<file path="src/rtl/norm_check_seq.sv">
// norm_check_seq
//   Sequencer for the signing-path validity checks. It runs the norm-check
//   engine over z (mode 0), r0 (mode 1) and ct0 (mode 2) in that fixed order.
//   It latches each invalid flag on the engine's done pulse and waits for the
//   engine's ready pulse before issuing the next check. It then reports one
//   reject verdict with a per-check cause vector.
//
//   Ports
//     clk, reset, zeroize         clock, sync active-high reset, sync clear
//     start                       one-cycle sequence start (ignored while busy)
//     z/r0/ct0_base_addr          memory base address of each vector
//     norm_check_enable           one-cycle engine launch pulse
//     mode, mem_base_addr         check selector and base address to the engine
//     nc_invalid/nc_done/nc_ready engine result flag and handshake pulses
//     busy, seq_done              sequence in progress, verdict-valid pulse
//     reject, reject_cause        verdict and cause (bit0 z, bit1 r0, bit2 ct0)
//     engine_err                  watchdog expired while waiting for done
//
//   Build option: NORM_CHECK_SEQ_EARLY_ABORT_EN stops the sequence after the
//   first invalid check. Without it, all three checks always run so that
//   timing does not depend on the data.
module norm_check_seq #(
  parameter int unsigned TIMEOUT_CYCLES     = 4096,
  parameter int unsigned CNT_W              = $clog2(TIMEOUT_CYCLES + 1),
  parameter int unsigned ABR_MEM_ADDR_WIDTH = 15
) (
  input  logic                          clk,
  input  logic                          reset,
  input  logic                          zeroize,
  input  logic                          start,
  input  logic [ABR_MEM_ADDR_WIDTH-1:0] z_base_addr,
  input  logic [ABR_MEM_ADDR_WIDTH-1:0] r0_base_addr,
  input  logic [ABR_MEM_ADDR_WIDTH-1:0] ct0_base_addr,
  output logic                          norm_check_enable,
  output logic [1:0]                    mode,
  output logic [ABR_MEM_ADDR_WIDTH-1:0] mem_base_addr,
  input  logic                          nc_invalid,
  input  logic                          nc_done,
  input  logic                          nc_ready,
  output logic                          busy,
  output logic                          seq_done,
  output logic                          reject,
  output logic [2:0]                    reject_cause,
  output logic                          engine_err
);

  typedef enum logic [2:0] {
    S_IDLE       = 3'd0,
    S_ISSUE      = 3'd1,
    S_WAIT_DONE  = 3'd2,
    S_WAIT_READY = 3'd3,
    S_FINISH     = 3'd4
  } state_t;

  typedef enum logic [1:0] {
    MODE_Z   = 2'd0,
    MODE_R0  = 2'd1,
    MODE_CT0 = 2'd2
  } chk_norm_mode_t;

  localparam logic [CNT_W-1:0] TIMEOUT_CNT = CNT_W'(TIMEOUT_CYCLES);

  state_t                        state_q, state_d;
  logic [1:0]                    idx_q, idx_d;
  chk_norm_mode_t                mode_q, mode_d;
  logic [ABR_MEM_ADDR_WIDTH-1:0] addr_q, addr_d;
  logic [CNT_W-1:0]              wd_q, wd_d;
  logic [2:0]                    cause_q, cause_d;
  logic                          err_q, err_d;
  logic                          reject_q, reject_d;
  logic                          load_sel;

  always_ff @(posedge clk) begin
    if (reset || zeroize) begin
      state_q  <= S_IDLE;
      idx_q    <= '0;
      mode_q   <= MODE_Z;
      addr_q   <= '0;
      wd_q     <= '0;
      cause_q  <= '0;
      err_q    <= 1'b0;
      reject_q <= 1'b0;
    end else begin
      state_q  <= state_d;
      idx_q    <= idx_d;
      mode_q   <= mode_d;
      addr_q   <= addr_d;
      wd_q     <= wd_d;
      cause_q  <= cause_d;
      err_q    <= err_d;
      reject_q <= reject_d;
    end
  end

  always_comb begin
    state_d  = state_q;
    idx_d    = idx_q;
    mode_d   = mode_q;
    addr_d   = addr_q;
    wd_d     = wd_q;
    cause_d  = cause_q;
    err_d    = err_q;
    reject_d = reject_q;
    load_sel = 1'b0;

    case (state_q)
      S_IDLE: begin
        if (start) begin
          cause_d  = '0;
          err_d    = 1'b0;
          reject_d = 1'b0;
          idx_d    = '0;
          load_sel = 1'b1;
          state_d  = S_ISSUE;
        end
      end
      S_ISSUE: begin
        wd_d    = '0;
        state_d = S_WAIT_DONE;
      end
      S_WAIT_DONE: begin
        wd_d = wd_q + CNT_W'(1);
        // done has priority over a watchdog expiring in the same cycle
        if (nc_done) begin
          cause_d[idx_q] = nc_invalid;
          state_d        = S_WAIT_READY;
        end else if (wd_d == TIMEOUT_CNT) begin
          err_d   = 1'b1;
          state_d = S_FINISH;
        end
      end
      S_WAIT_READY: begin
        if (nc_ready) begin
`ifdef NORM_CHECK_SEQ_EARLY_ABORT_EN
          if (idx_q == 2'd2 || cause_q[idx_q]) begin
`else
          if (idx_q == 2'd2) begin
`endif
            state_d = S_FINISH;
          end else begin
            idx_d    = idx_q + 2'd1;
            load_sel = 1'b1;
            state_d  = S_ISSUE;
          end
        end
      end
      S_FINISH: begin
        state_d = S_IDLE;
      end
      default: begin
        state_d = S_IDLE;
      end
    endcase

    // mode/address are loaded on the edge into ISSUE and then held through
    // WAIT_READY, because the engine uses them combinationally.
    if (load_sel) begin
      case (idx_d)
        2'd0:    begin mode_d = MODE_Z;   addr_d = z_base_addr;   end
        2'd1:    begin mode_d = MODE_R0;  addr_d = r0_base_addr;  end
        default: begin mode_d = MODE_CT0; addr_d = ct0_base_addr; end
      endcase
    end

    // verdict is registered on the edge into FINISH so it is valid with seq_done
    if (state_d == S_FINISH && state_q != S_FINISH) begin
      reject_d = (|cause_d) | err_d;
    end
  end

  assign norm_check_enable = (state_q == S_ISSUE);
  assign seq_done          = (state_q == S_FINISH);
  assign busy              = (state_q != S_IDLE);
  assign mode              = mode_q;
  assign mem_base_addr     = addr_q;
  assign reject            = reject_q;
  assign reject_cause      = cause_q;
  assign engine_err        = err_q;

endmodule

</file>
<file path="config.mk">
export PLATFORM = sky130hd
export DESIGN_NAME = norm_check_seq
export DESIGN_NICKNAME = d
export VERILOG_FILES = /design/src/rtl/norm_check_seq.sv
export SDC_FILE = /design/constraint.sdc
export NUM_CORES = 1
export LEC_CHECK = 0
export CORE_UTILIZATION = 40
export DETAILED_ROUTE_END_ITERATION = 7
export PLACE_DENSITY = 0.71
export SYNTH_ARGS = -nofsm -noshare
export SYNTH_HDL_FRONTEND = slang
export SYNTH_SLANG_ARGS = --single-unit
</file>
<file path="constraint.sdc">
create_clock -name clk -period 2.5 [get_ports clk]
set_clock_uncertainty 0.05 [all_clocks]
set_input_delay 0.375 -clock clk [delete_from_list [all_inputs] [get_ports clk]]
set_output_delay 0.375 -clock clk [all_outputs]
set_load 0.01 [all_outputs]
</file>
==> results.md, run 1 <==
- First-pass GRT wire length: 9.653 mm
- Cts repair resizes: 0
- Hold Crit Start: mem_base_addr[3]
- CTS Root Cell: clkbuf_8
- Final slew viol count: 0
- Detailed-router iteration count before antenna repair: 4
- Relative slew slack: 29.26%
- Fin. Hold Viols: 0
- DP Worst Slack: between 0.07 and 0.08 ns
- Worst slew pin tran: 1.057 ns
- Total GRT Usage: 19.69%
- DIE AREA: 6104 um2
- Synth Flop Type: dfxtp_1
- Critical path arrival: 1.92 ns
- Core ar.: 5540 um2
- Final std cells w/o fill: 413
- Setup TNS: 0 ns
- Avg Vias per Cell: 5.414
- Congestion Overflow GR: 0
- Mapped Nets: 328
- Minimum clock period: 2.347 ns
- Final worst slack: 0.1534 ns
- DR WL/cell: approximately 14 um
- CTS tree: yes
- Critical Path RT: ~2.1 ns
- Post-synth EDFFs: 0
- Global placer's final weighted congestion: a little under 0.8
- Drt drc: 0
- Pwr/cell area: 419.8 nW/um2
- Status: finished, final reports clean
- Setup Viol. Count Final: 0
- Most frequent cells in the layout: clkdlybuf4s50_1, dfxtp_1, nand2_1
- Layout net count: slightly below 400
- Yosys reg bits: 40
- Syn Area/Cell: 8.555 um2
- R2R Path End: mem_base_addr[0]
- Cells after synthesis: 271
- DIE WIDTH: around 80 um
- Worst-Skew Late Latency: approximately 0.28 ns
- Worst-case clock buffer depth: 2
- Detailed Route Iter0 Violations: 99
- Post-synthesis cell area: ~2300 um2
- Max IR drop VDD: ~0.00019 V
- Via count: 2,236
- Remaining antenna violation count: 0
- Dpl cells: 405
- Starting Density: about two fifths
- Period utilization: a little over nine tenths
- Worst hold path depth: 2
- CP endpoint kind: output port
- Max cap viols: 0
- Overall power: between 1 and 1.5 mW
- Slowest CP cell: dfxtp_1
- Crit path launch type: flop
- Share of cells above drive strength 1: 9.091%
- Critical path type: flop to output port
- Family with the most delay on the worst path: flip-flops
- Reg-to-Reg Start: state_q[1]
- Yosys Warn Count: 0
- Max Freq: 426.2 MHz
- P_leak: 1.265 nW
- RSZ-0062 raised after global routing: no
- Hold slack final: approximately 0.42 ns
- CP bufs+invs: 1
- Pin count of the biggest net entering global routing: 28
- Worst reg-to-reg path cell count: 6
- Hold Path Class: flop to flop
- Largest stage delay on the critical path: 0.65 ns
- Async set or reset register ratio after synthesis: 0%
- Diode count: 0
- Critical path fanouts, max: 17
- Critical-path cell list: nor3b_1 > clkdlybuf4s50_1
- Vias in the first global route: approximately 2.1k
- DPL Wire Length: 4.269 mm
- Hold Path Sink: mem_base_addr[3]
- Yosys cell types: 52
- I/O pin count: 77
- Synth-to-Final Area Change: 39.23%
- WL final: 5.796 mm
- Num CTS Buffers: 5
- Most common cell after layout, fill and taps aside: clkdlybuf4s50_1
- Port Buf Inserts: 76
- # hold bufs at CTS: 0
- CTS clk-pin slew, worst paths: 0.08 ns
- Register-to-register setup slack: between 0.3 and 0.4 ns
- Initial antenna violation count: 0
- Setup Fix Bufs, Post-CTS: 0
- Die Ht: 78.13 um
- Num rows: 27
- H-tree Lvls: 2
- # clock sinks: 40
- Crit path from: state_q[0]
- Post-synthesis sequential area ratio: 34.54%
[sequential cells by signal, indices dropped and copies added (netlist names)]
signal         flops
reject_cause       3
wd_q              13
state_q            3
mem_base_addr     15
engine_err         1
mode               2
reject             1
idx_q              2
[kinds of logic (layout without fill, tap and decap cells)]
family	count (synthesis)	count (layout)	share of synthesized area, %
XOR/XNOR	1	1	0.3778
multiplexers	18	18	7.771
adder cells (fa/ha/maj)	5	5	2.698
buffers and inverters	40	110	7.825
flip-flops	40	40	34.54
AO/OA/AOI/OAI	63	63	23.21
AND/OR/NAND/NOR	104	104	23.58
[cell type report]
cell class	count	area (um2)
Fill cell	502	2312
Multi-Input combinational cell	191	1336
Timing Repair Buffer	82	818.3
Sequential cell	40	800.8
Tap cell	72	90.09
Inverter	20	75.07
Clock buffer	6	72.57
Clock inverter	2	35.03
[through the flow]
stage	utilization (%)	cell area (um2)
6_report	58.27	3228
5_1_grt	58.27	3228
4_1_cts	58.27	3228
3_5_place_dp	56.32	3120
3_3_place_gp	56.32	3120
2_1_floorplan	-	2318
[worst max path at each step]
stage / to / depth (start not counted)
floorplan: mem_base_addr[10] / 8
global placement: mem_base_addr[5] / 7
CTS: norm_check_enable / 2
global route: norm_check_enable / 2
finish: norm_check_enable / 2
detailed placement: mem_base_addr[12] / 7
[report_power, final]
part	leakage (nW)	switching, mW	total [mW]	internal [mW]
combinational	0.887	0.0688	0.184	0.115
sequential	0.323	0.00957	0.656	0.646
clock	0.0552	0.219	0.515	0.296
total	1.27	0.297	1.36	1.06
[cells in the mapped netlist (all sizes together), types with 3 or more instances]
master	n	area [um2]
and3	5	31.28
a2111oi	3	32.53
nand2	32	120.1
a311oi	3	26.28
nor2	21	78.83
nand3	7	35.03
o22ai	3	18.77
a21oi	14	81.33
nor3	7	35.03
a211oi	3	22.52
inv	20	75.07
nand3b	3	22.52
nor3b	3	22.52
nand2b	3	18.77
o221ai	15	193.9
dfxtp	40	800.8
nand4	4	25.02
o21ai	7	35.03
ha	5	62.56
mux2i	18	180.2
clkbuf	10	37.54
buf	10	68.82
or3b	3	28.78
nand4b	6	52.55
[tightest hold or removal path: cells and delay by family (launching register included)]
family / cells / cell delay [ns]
flip-flops: 1 / 0.34
AND/OR/NAND/NOR: 1 / 0.05
AO/OA/AOI/OAI: 1 / 0.05
[metal layers]
metal	vias up	track usage, %	part of all wire (%)
met3	11	5.000	5.8
met2	68	32.72	48
met5	-	0	0
li1	1119	-	-
met4	0	6.111	1.7
met1	1038	24.88	45
No activity file was read; power rests on OpenSTA's default activity.
==> run 2, diff against run 1 <==
--- a/config.mk
+++ b/config.mk
@@ -5,9 +5,9 @@
 export SDC_FILE = /design/constraint.sdc
 export NUM_CORES = 1
 export LEC_CHECK = 0
-export CORE_UTILIZATION = 40
+export CORE_UTILIZATION = 46
 export DETAILED_ROUTE_END_ITERATION = 7
-export PLACE_DENSITY = 0.71
+export PLACE_DENSITY = 0.8
 export SYNTH_ARGS = -nofsm -noshare
 export SYNTH_HDL_FRONTEND = slang
 export SYNTH_SLANG_ARGS = --single-unit
==> run 2 against run 1 <==
  * Clock-buffer cell count up 1
  * Die area down 13%
  * Via count up 0.36%
  * Critical path depth unchanged
  * Global-route usage up 3.3 points
  * Highest routed layer unchanged
==> results.md, run 2 (synthesis results as in run 1) <==
- Congestion Overflow GR: 0
- Family with the most delay on the worst path: flip-flops
- Starting Density: 48.44%
- Synth-to-Final Area Change: 39.67%
- Critical path fanouts, max: 17
- First-pass GRT wire length: roughly 9.5 mm
- Num CTS Buffers: 5
- # clock sinks: 40
- Drt drc: 0
- Pin count of the biggest net entering global routing: 18
- CP bufs+invs: 1
- Via count: about 2.2k
- Avg Vias per Cell: ~5.4
- Relative slew slack: 33.02%
- Period utilization: 93.45%
- Critical path arrival: ~1.9 ns
- Worst-case clock buffer depth: 2
- Detailed Route Iter0 Violations: 98
- Met1 usage in global routing: 27.44%
- Met2 usage: 39.30%
- Layout net count: ~400
- Max Freq: approximately 430 MHz
- Num rows: 25
- Final std cells w/o fill: slightly above 400
- Critical Path RT: 2.08 ns
- Minimum clock period: 2.336 ns
- Fin. Hold Viols: 0
- Max IR drop VDD: 0.0002805 V
- Initial antenna violation count: 0
- Grt met3 use: 7.044%
- Slowest CP cell: dfxtp_1
- Max cap viols: 0
- Most frequent cells in the layout: clkdlybuf4s50_1, dfxtp_1, nand2_1
- Total GRT Usage: between 20% and 30%
- DR WL/cell: ~14 um
- Remaining antenna violation count: 0
- DIE AREA: 5328 um2
- I/O pin count: 77
- Most common cell after layout, fill and taps aside: clkdlybuf4s50_1
- Diode count: 0
- DIE WIDTH: 73.00 um
- Cts repair resizes: 0
- Critical-path cell list: nor3b_1 > clkdlybuf4s50_1
- Dpl cells: 404
- Setup Viol. Count Final: 0
- Vias in the first global route: 2,184
- Port Buf Inserts: 76
- CP endpoint kind: output port
- Global placer's final weighted congestion: 0.8289
- CTS tree: yes
- CTS clk-pin slew, worst paths: ~0.080 ns
- RSZ-0062 raised after global routing: no
- Core ar.: 4786 um2
- CTS Root Cell: clkbuf_8
- Pwr/cell area: 399.6 nW/um2
- Final slew viol count: 0
- Status: finished, final reports clean
- WL final: 5.829 mm
- # hold bufs at CTS: 0
- Gr busiest metal: met2
- P_leak: approximately 1.3 nW
- Share of cells above drive strength 1: 10.14%
- Worst slew pin tran: roughly 1.0 ns
- Placement Cell Area: 3144 um2
- Overall power: 1.294 mW
- Hold Path Class: flop to flop
- Worst-Skew Late Latency: 0.28 ns
- Detailed-router iteration count before antenna repair: 4
- Crit path launch type: flop
- Final instance area: ~3200 um2
- DPL Wire Length: 4.321 mm
- Setup Fix Bufs, Post-CTS: 0
- H-tree Lvls: 2
- Critical path type: flop to output port
- Max FFs per register: 15
- Die Ht: around 73 um
- Largest stage delay on the critical path: ~0.64 ns
- Setup TNS: 0 ns
- Final core occ: 67.66%
[run 2: changes by cell type in the layout (fill, tap and decap cells not counted), sizes merged]
cell and change:
clkbuf +1, clkinv -1, buf +4, clkinvlp +1, bufinv -1
[run 2: stage by stage]
stage / hold WS, ns / setup slack [ns]
after global routing: 0.4497 / 0.02074
after CTS: 0.4254 / 0.1850
after detailed placement: 0.4029 / 0.05907
final: 0.4249 / 0.1637
after floorplan: 0.4356 / 0.5373
after global placement: 0.3946 / 0.1167
[run 2: final timing paths]
| path | from | endpoint | slack (ns) | cells after the start |
|---|---|---|---|---|
| worst max-delay path | state_q[0] | norm_check_enable | 0.16 | 2 |
| worst min register to register | mode[0] | mode[0] | 0.42 | 2 |
| worst min-delay path | mode[0] | mode[0] | 0.42 | 2 |
| worst max register to register | state_q[0] | mem_base_addr[3] | 0.30 | 6 |
[run 2: where the power goes]
| group | switching, mW | internal [mW] | total [mW] |
|---|---|---|---|
| Clock | 0.226 | 0.225 | 0.451 |
| Combinational | 0.0697 | 0.118 | 0.188 |
| Sequential | 0.00938 | 0.646 | 0.656 |
[run 2: worst register-to-register path, cell delays in order (launching register included)]
cell and delay, ns:
dfxtp_1 0.64, and4b_1 0.35, and2_1 0.20, a31oi_2 0.08, or3b_1 0.42, buf_4 0.22
o221ai_1 0.17
[run 2: cell type report]
cell class | count | area (um2)
Clock inverter | 1 | 7.507
Timing Repair Buffer | 86 | 848.3
Clock buffer | 7 | 86.33
Inverter | 20 | 75.07
Sequential cell | 40 | 800.8
Tap cell | 67 | 83.83
Multi-Input combinational cell | 191 | 1336
Fill cell | 388 | 1548
[run 2: routing by layer]
metal | wire [um] | vias to the layer above | share of wire, %
met1 | 2468 | 1036 | 42
met2 | 2940 | 73 | 50
met3 | 374 | 4 | 6.4
met4 | 46 | 0 | 0.79
met5 | 0 | - | 0
li1 | - | 1131 | -
